===== src/rtl/fp_mul_pipe_if.sv =====
// Operand/result handshake bundle for fp_mul_pipe.
// The master drives operands and out_ready; the slave (the multiplier) drives results.
interface fp_mul_pipe_if #(
   parameter int EXP_W  = 5,
   parameter int MANT_W = 10
);
   localparam int W = 1 + EXP_W + MANT_W;

   logic         in_valid;
   logic         in_ready;
   logic [W-1:0] a;
   logic [W-1:0] b;
   logic         out_valid;
   logic         out_ready;
   logic [W-1:0] result;
   logic [3:0]   flags;

   modport master (
      output in_valid, a, b, out_ready,
      input  in_ready, out_valid, result, flags
   );

   modport slave (
      input  in_valid, a, b, out_ready,
      output in_ready, out_valid, result, flags
   );
endinterface


===== src/rtl/fp_mul_pipe.sv =====
// Three-stage floating-point multiplier: unpack/classify, mantissa multiply, normalise/round/pack.
// Define FP_MUL_PIPE_RNE_EN for round-to-nearest-even; otherwise truncates and saturates on overflow.
module fp_mul_pipe #(
   parameter int EXP_W  = 5,
   parameter int MANT_W = 10
) (
   input logic          clk,
   input logic          rst_n,
   fp_mul_pipe_if.slave bus
);
   localparam int W    = 1 + EXP_W + MANT_W;
   localparam int SW   = MANT_W + 1;
   localparam int SW1  = SW + 1;
   localparam int P    = 2 * SW;
   localparam int EW   = EXP_W + 2;
   localparam int XW   = EXP_W + 9;
   localparam int BIAS = (1 << (EXP_W - 1)) - 1;
   localparam int EMAX = (1 << EXP_W) - 1;
   localparam logic [W-1:0] QNAN = {1'b0, {EXP_W{1'b1}}, 1'b1, {(MANT_W-1){1'b0}}};

   logic         adv;
   logic         out_valid_q;
   logic [W-1:0] result_q;
   logic [3:0]   flags_q;

   assign adv           = !out_valid_q || bus.out_ready;
   assign bus.in_ready  = adv;
   assign bus.out_valid = out_valid_q;
   assign bus.result    = result_q;
   assign bus.flags     = flags_q;

   logic [EXP_W-1:0]     ea, eb, ea_eff, eb_eff;
   logic [MANT_W-1:0]    fa, fb;
   logic [SW-1:0]        ma_in, mb_in;
   logic                 a_zero, b_zero, a_inf, b_inf, a_nan, b_nan, a_snan, b_snan;
   logic                 sign_in, spec_in, inv_in, nan_out;
   logic [W-1:0]         spec_res_in;
   logic signed [EW-1:0] exp_in;

   always_comb begin
      ea      = bus.a[W-2:MANT_W];
      eb      = bus.b[W-2:MANT_W];
      fa      = bus.a[MANT_W-1:0];
      fb      = bus.b[MANT_W-1:0];
      ea_eff  = (ea == '0) ? EXP_W'(1) : ea;
      eb_eff  = (eb == '0) ? EXP_W'(1) : eb;
      ma_in   = {(ea != '0), fa};
      mb_in   = {(eb != '0), fb};
      a_zero  = (ea == '0) && (fa == '0);
      b_zero  = (eb == '0) && (fb == '0);
      a_inf   = (ea == '1) && (fa == '0);
      b_inf   = (eb == '1) && (fb == '0);
      a_nan   = (ea == '1) && (fa != '0);
      b_nan   = (eb == '1) && (fb != '0);
      a_snan  = a_nan && !fa[MANT_W-1];
      b_snan  = b_nan && !fb[MANT_W-1];
      sign_in = bus.a[W-1] ^ bus.b[W-1];
      exp_in  = EW'(ea_eff) + EW'(eb_eff) - EW'(BIAS);
      nan_out = a_nan || b_nan || (a_inf && b_zero) || (a_zero && b_inf);
      inv_in  = a_snan || b_snan || (a_inf && b_zero) || (a_zero && b_inf);
      spec_in = a_nan || b_nan || a_inf || b_inf || a_zero || b_zero;
      if (nan_out)
         spec_res_in = QNAN;
      else if (a_inf || b_inf)
         spec_res_in = {sign_in, {EXP_W{1'b1}}, {MANT_W{1'b0}}};
      else
         spec_res_in = {sign_in, {(W-1){1'b0}}};
   end

   logic                 v1, v2;
   logic                 sign1, sign2, spec1, spec2, inv1, inv2;
   logic signed [EW-1:0] exp1, exp2;
   logic [SW-1:0]        ma1, mb1;
   logic [P-1:0]         prod2;
   logic [W-1:0]         spec_res1, spec_res2;
   logic [W-1:0]         res_n;
   logic [3:0]           flags_n;

   // Only the beat-valid bits and the visible output are cleared; payload follows its valid bit.
   always_ff @(posedge clk) begin
      if (!rst_n) begin
         v1          <= 1'b0;
         v2          <= 1'b0;
         out_valid_q <= 1'b0;
         result_q    <= '0;
         flags_q     <= '0;
      end else if (adv) begin
         v1          <= bus.in_valid;
         v2          <= v1;
         out_valid_q <= v2;
         if (v2) begin
            result_q <= res_n;
            flags_q  <= flags_n;
         end
      end
   end

   always_ff @(posedge clk) begin
      if (adv) begin
         sign1     <= sign_in;
         spec1     <= spec_in;
         inv1      <= inv_in;
         exp1      <= exp_in;
         ma1       <= ma_in;
         mb1       <= mb_in;
         spec_res1 <= spec_res_in;
         sign2     <= sign1;
         spec2     <= spec1;
         inv2      <= inv1;
         exp2      <= exp1;
         prod2     <= P'(ma1) * P'(mb1);
         spec_res2 <= spec_res1;
      end
   end

   logic signed [XW-1:0] e0, lz, e_norm, e_fin, rsh;
   logic [2*P-1:0]       wide;
   logic [SW-1:0]        kept;
   logic [SW1-1:0]       sum;
   logic [MANT_W-1:0]    frac;
   logic                 guard, rnd, sticky, inc, tiny, inexact, ovf;
   logic [W-1:0]         ovf_res;

   // wide holds the significand aligned so its top SW bits are kept; everything below feeds guard/round/sticky.
   always_comb begin
      lz = XW'(P);
      for (int i = 0; i < P; i++)
         if (prod2[i]) lz = XW'(P - 1 - i);
      e0     = XW'(exp2) + XW'(1);
      rsh    = '0;
      tiny   = 1'b0;
      e_norm = e0 - lz;
      wide   = {prod2 << lz, {P{1'b0}}};
      if (e0 - lz < XW'(1)) begin
         tiny   = 1'b1;
         e_norm = XW'(1);
         if (e0 >= XW'(1)) begin
            wide = {prod2 << (e0 - XW'(1)), {P{1'b0}}};
         end else begin
            rsh  = (XW'(1) - e0 > XW'(MANT_W + 3)) ? XW'(MANT_W + 3) : XW'(1) - e0;
            wide = {prod2, {P{1'b0}}} >> rsh;
         end
      end
      kept    = wide[2*P-1 -: SW];
      guard   = wide[2*P-1-SW];
      rnd     = wide[2*P-2-SW];
      sticky  = |wide[2*P-3-SW:0];
      inexact = guard || rnd || sticky;
`ifdef FP_MUL_PIPE_RNE_EN
      inc     = guard && (rnd || sticky || kept[0]);
      ovf_res = {sign2, {EXP_W{1'b1}}, {MANT_W{1'b0}}};
`else
      inc     = 1'b0;
      ovf_res = {sign2, {(EXP_W-1){1'b1}}, 1'b0, {MANT_W{1'b1}}};
`endif
      sum = {1'b0, kept} + SW1'(inc);
      if (sum[SW])
         e_fin = e_norm + XW'(1);
      else if (sum[SW-1])
         e_fin = e_norm;
      else
         e_fin = '0;
      frac = sum[SW] ? '0 : sum[MANT_W-1:0];
      ovf  = (e_fin >= XW'(EMAX));
      if (spec2) begin
         res_n   = spec_res2;
         flags_n = {inv2, 3'b000};
      end else if (ovf) begin
         res_n   = ovf_res;
         flags_n = 4'b0101;
      end else begin
         res_n   = {sign2, e_fin[EXP_W-1:0], frac};
         flags_n = {2'b00, tiny && inexact, inexact};
      end
   end
endmodule


===== src/flat_wrapper.sv =====
// flat-port wrapper written by rule: the top's interface ports become plain ports
module fp_mul_pipe_flat 
#(
   parameter int EXP_W  = 5,
   parameter int MANT_W = 10
)
  (clk, rst_n, bus_in_valid, bus_a, bus_b, bus_out_ready, bus_in_ready, bus_out_valid, bus_result, bus_flags);
  fp_mul_pipe_if #(.EXP_W(EXP_W), .MANT_W(MANT_W)) bus_i ();
  input logic clk;
  input logic rst_n;
  input wire logic [$bits(bus_i.in_valid)-1:0] bus_in_valid;
  input wire logic [$bits(bus_i.a)-1:0] bus_a;
  input wire logic [$bits(bus_i.b)-1:0] bus_b;
  input wire logic [$bits(bus_i.out_ready)-1:0] bus_out_ready;
  output wire logic [$bits(bus_i.in_ready)-1:0] bus_in_ready;
  output wire logic [$bits(bus_i.out_valid)-1:0] bus_out_valid;
  output wire logic [$bits(bus_i.result)-1:0] bus_result;
  output wire logic [$bits(bus_i.flags)-1:0] bus_flags;
  assign bus_i.in_valid = bus_in_valid;
  assign bus_i.a = bus_a;
  assign bus_i.b = bus_b;
  assign bus_i.out_ready = bus_out_ready;
  assign bus_in_ready = bus_i.in_ready;
  assign bus_out_valid = bus_i.out_valid;
  assign bus_result = bus_i.result;
  assign bus_flags = bus_i.flags;
  fp_mul_pipe #(.EXP_W(EXP_W), .MANT_W(MANT_W)) u_core (.clk(clk), .rst_n(rst_n), .bus(bus_i));
endmodule

===== config.mk =====
export PLATFORM = sky130hd
export DESIGN_NAME = fp_mul_pipe_flat
export DESIGN_NICKNAME = d
export VERILOG_FILES = /design/src/rtl/fp_mul_pipe_if.sv /design/src/rtl/fp_mul_pipe.sv /design/src/flat_wrapper.sv
export SDC_FILE = /design/constraint.sdc
export NUM_CORES = 1
export LEC_CHECK = 0
export ABC_AREA = 1
export CORE_ASPECT_RATIO = 0.9
export CORE_UTILIZATION = 50
export CTS_BUF_LIST = sky130_fd_sc_hd__clkbuf_2 sky130_fd_sc_hd__clkbuf_4 sky130_fd_sc_hd__clkbuf_8
export CTS_CLUSTER_DIAMETER = 120
export DETAILED_ROUTE_END_ITERATION = 10
export HOLD_SLACK_MARGIN = 0.08
export PLACE_DENSITY_LB_ADDON = 0.15
export SYNTH_ARGS = -nofsm -noshare
export SYNTH_HDL_FRONTEND = slang
export SYNTH_SLANG_ARGS = --single-unit

===== constraint.sdc =====
create_clock -name clk -period 6.8 [get_ports clk]
set_clock_uncertainty 0.05 [all_clocks]
set_input_delay 1.36 -clock clk [delete_from_list [all_inputs] [get_ports clk]]
set_output_delay 1.36 -clock clk [all_outputs]
set_load 0.05 [all_outputs]

# Yosys cells after proc, flatten, opt, wreduce, memory -nomap -nowiden

Cells that the tools add are included.

Input bits: 36
Flip-flop bits (word level): 119

Order comparisons: 4
Equal/unequal tests: 2
Multipliers: 1
$add $sub $neg: 6
Bitwise gates (word level): 1
Shift operators: 3
Muxes and demuxes: 35
Reduce and logical (&&, ||, !) cells: 38

Operator list:

| operator                | count |
|---|---|
| $mux W5                 | 18 |
| $mux W44                | 2 |
| $shr A44 B14 Y44        | 1 |
| $mux W14                | 3 |
| $reduce_or A31 Y1       | 1 |
| $mux W15                | 2 |
| $mul A11 B11 Y22        | 1 |
| $shl A22 B14 Y22        | 1 |
| $shl A22 B5 Y22         | 1 |
| $logic_not A10 Y1       | 2 |
| $reduce_bool A10 Y1     | 2 |
| $mux W16                | 1 |
| $mux W3                 | 5 |
| $ge A14 B2 Y1 const B   | 1 |
| $ge A14 B6 Y1 const B   | 1 |
| $gt A14 B5 Y1 const B   | 1 |
| $logic_or A1 B1 Y1      | 14 |
| $lt A14 B2 Y1 const B   | 1 |
| $sub A14 B2 Y14 const B | 1 |
| $sub A14 B6 Y14         | 1 |
| $sub A2 B14 Y14 const A | 1 |
| $logic_and A1 B1 Y1     | 11 |
| $eq A5 B5 Y1 const B    | 2 |
| $logic_not A5 Y1        | 2 |
| other kinds (10)        | 14 |

# Logic depth before layout (Yosys ltp)

Depth after elaboration: 30
Depth in mapped cells: 42

# Worst setup path after synthesis

Ideal clock, no wire load.

Path kind: register -> register
Start point: register u_core.mb1[2]
End point: register u_core.prod2[21] (data pin)
Arrival: 5.190 ns
Stages on the path, launching flop included: 29
Path slack: 1.299 ns
Period minus slack after synthesis: 5.501 ns
Cells stage by stage: edfxtp_1 > clkbuf_1 > nand2_1 > fa_1 > inv_1 > ha_1 > inv_1 > fa_1 > fa_1 > inv_1 > fa_1 > ha_1 > nand2_1 > o21ai_0 > a21oi_1 > inv_1 > a21oi_1 > o21ai_0 > a21oi_1 > o21bai_1 > nand3_1 > nand2_1 > a21o_1 > a21oi_1 > o21ai_0 > a21oi_1 > nor2_1 > nor2_1 > xor2_1

Word-level cells in the longest chain between the ends: 1

RTL lines:

| item                   | line               | source |
|---|---|---|
| start, declared        | fp_mul_pipe.sv:73  | `logic [SW-1:0] ma1, mb1;` |
| start signal, assigned | fp_mul_pipe.sv:105 | `mb1 <= mb_in;` |
| $mul A11 B11 Y22       | fp_mul_pipe.sv:111 | `prod2 <= P'(ma1) * P'(mb1);` |
| end signal, assigned   | fp_mul_pipe.sv:111 |  |
| end, declared          | fp_mul_pipe.sv:74  | `logic [P-1:0] prod2;` |

Every way passes these cells.
A chain may end at the register's enable or synchronous reset.

# Final worst setup path

Ends and elaborated chain as after synthesis.

==> impl_metrics.py <==
metrics = {
    "outcome": {
        "status": "completed",
    },
    "worst_setup_path": {
        "crit_path_frequent_cell": "a21oi_1",
        "critPathTopFamily": "adder cells",
        "critPathKind": "reg2reg",
        "rr_startpoint": "u_core.mb1[2]",
        "critPathBufInv": 4,
        "cp_slowest_cell": "edfxtp_1",
        "path_max_fanout": 11,
        "r2r_setup_slack_ns": 0.79,
        "end_kind": "flop",
        "crit_required_ns": 6.90,
        "startpoint_type": "flop",
        "slowest_delay_ns": 0.62,
        "crit_arrival_ns": 6.11,
        "worstSetupStartpoint": "u_core.mb1[2]",
    },
    "route": {
        "wire_per_inst_um": 16.9,
        "drc": 0,
        "vias": 11500,
        "drt_first_pass_iters": 5,
        "antenna_left": 0,
        "totalWireLength_um": 34500,
        "viasPerCell": 5.61,
        "drtIter0Drc": 1273,
    },
    "timing": {
        "setup-violations-final": 0,
        "relSlewSlack_pct": 27.9,
        "post-route-period-util_pct": 88.4,
        "period_needed_ns": 6.01,
        "setup_ws_ns": 0.791,
        "fmax_mhz": 166,
        "rsz0062_at_grt": "no",
        "worstMarginPinSlew_ns": 1.08,
        "finalHoldViolations": 0,
        "drv_slew": 0,
        "tns_ns": 0,
    },
    "logic_synthesis": {
        "ys.warnings.count": 0,
        "synth_edf_count": 70,
        "synth_fp_nets": 1937,
        "syn_inst": 1742,
        "ys_seq_area_share_pct": 21.3,
        "synth_cell_types": 62,
        "ys.flop_type": "edfxtp_1",
        "synth-seq-cells": 93,
        "synth_async_sr_flop_share_pct": 0,
        "mappedNetlistArea_um2": 12100,
        "synth_area_per_cell_um2": 6.92,
    },
    "global_routing": {
        "grt_max_degree": 73,
        "grt_pass1_vias": 10700,
        "antenna_found_initial": 0,
        "gr-total-overflow": 0,
        "grt_pass1_wl_um": 55700,
        "grt_util_all_layers_pct": 28.8,
    },
    "clock_tree": {
        "cts_made_buffers": 9,
        "cts.sink_count": 93,
        "htreeDepth": 3,
        "cts-hold-fix-buffers": 0,
        "cts.clk_slew.worst_paths_ns": 0.11,
        "tritoncts": "built",
        "ctsLongestPathBuffers": 2,
        "clk_latency_ns": 0.39,
        "root_buffer": "clkbuf_8",
    },
    "floorplanning": {
        "fp.dieW_um": 166,
        "io_pins": 58,
        "start_util_pct": 51.3,
        "core_area_um2": 23500,
        "die_h_um": 149,
        "die_area_um2": 24700,
        "row_count": 53,
    },
    "placed_design": {
        "place_hpwl_um": 27800,
        "io_buffers": 57,
        "place_ws_ns": 0.817,
        "gp_congestion": 1.02,
        "dpl_cell_area_um2": 12700,
    },
    "cells_and_area": {
        "final_area_um2": 13000,
        "nNetsFinal": 1931,
        "drive_above_1_share_pct": 4.77,
        "areaGrowthSynthToFinish_pct": 7.50,
        "n_antenna_cell": 0,
        "final_common_cell": "nand2_1",
        "final_cell_mix": "nand2_1 (465), inv_1 (269), nand3_1 (198)",
    },
    "hold_path": {
        "hold_start": "u_core.exp1[3]",
        "hold_class": "reg2reg",
    },
    "flow_run": {
        "maxCapViolations": 0,
    },
    "power": {
        "p_leak_nw": 6.42,
        "p_per_area_nw_per_um2": 472,
        "peakVddDrop_mv": 0.267,
    },
}
per-layer routing:
metal  vias to the layer above  routed length [µm]  track usage [%]
li1                       5627                   -                -
met1                      5346               15900             42.3
met2                       466               15000             43.5
met3                        32                3130             5.76
met4                         0                 505             6.68
met5                         -                   0                0
synth_stat cells, types with 13 or more instances:
| library cell | count | share of area [%] |
|---|---|---|
| nand4_1 | 24 | 1.2 |
| nand2_1 | 465 | 14 |
| xor2_1 | 23 | 1.7 |
| dfxtp_1 | 23 | 3.8 |
| nor2_1 | 103 | 3.2 |
| nand3_1 | 198 | 8.2 |
| o21ai_1 | 26 | 1.1 |
| inv_2 | 14 | 0.44 |
| o211ai_1 | 14 | 0.87 |
| o21ai_0 | 75 | 3.1 |
| a21oi_1 | 57 | 2.4 |
| fa_1 | 82 | 14 |
| clkbuf_1 | 62 | 1.9 |
| buf_2 | 13 | 0.54 |
| ha_1 | 77 | 8.0 |
| edfxtp_1 | 70 | 17 |
| inv_1 | 270 | 8.4 |
state kept, by name (all words and copies together) (netlist names), 3 cells and up:
name and count:
u_core.prod2 22, u_core.bus.result 16, u_core.ma1 11, u_core.mb1 11
u_core.exp1 7, u_core.exp2 7, u_core.bus.flags 4, u_core.spec_res1 3
u_core.spec_res2 3
layout make-up:
type	instances	area, µm²
Fill cell	2371	10500
Clock inverter	6	97.6
Inverter	286	1080
Sequential cell	93	2560
Tap cell	302	378
Clock buffer	10	131
Multi-Input combinational cell	1276	8040
Timing Repair Buffer	70	668
kinds of logic after synthesis:
| group | share of synthesized area (%) |
|---|---|
| buffers and inverters | 12.0 |
| AOI/OAI and AO/OA | 12.0 |
| DFF | 21.3 |
| adders and majority gates | 21.6 |
| and+or+nand+nor | 30.2 |
| xor gates and xnor gates | 2.52 |
| muxes | 0.332 |
worst paths after layout:
check,cells past startpoint,endpoint
max,27,u_core.prod2[21]
min,0,u_core.exp2[3]
max reg2reg,27,u_core.prod2[21]
min reg2reg,0,u_core.exp2[3]
power by group:
| group | internal, mW | total [mW] | switching (mW) |
|---|---|---|---|
| combinational | 1.59 | 4.66 | 3.07 |
| clock | 0.216 | 0.438 | 0.222 |
| sequential | 0.867 | 1.02 | 0.151 |
what timing repair did:
action                                  4_1_cts  5_1_grt
endpoints found under the setup margin        0        1
resized for setup                             0        1
hold endpoints to repair                      0        0
setup buffers                                 0        0
worst register-to-register path, delay by kind of cell, from the launching register on:
kind / cells / cell delay, ns
buffers and inverters: 4 / 0.22
AND/OR/NAND/NOR: 6 / 0.59
flip-flops: 1 / 0.62
AO/OA/AOI/OAI: 10 / 1.69
XOR/XNOR: 1 / 0.13
adder cells (fa/ha/maj): 6 / 2.47
metrics by stage:
stage / cells / hold WS (ns) / total power [mW] / util (%)
floorplan: 1742 / 0.350 / 4.47 / -
global placement: 2027 / 0.351 / 5.59 / 54.2
detailed placement: 2027 / 0.355 / 5.58 / 54.2
CTS: 2043 / 0.377 / 6.05 / 55.2
global route: 2043 / 0.379 / 6.76 / 55.2
finish: 2043 / 0.374 / 6.12 / 55.2
Power figures use the tool's default switching activity.
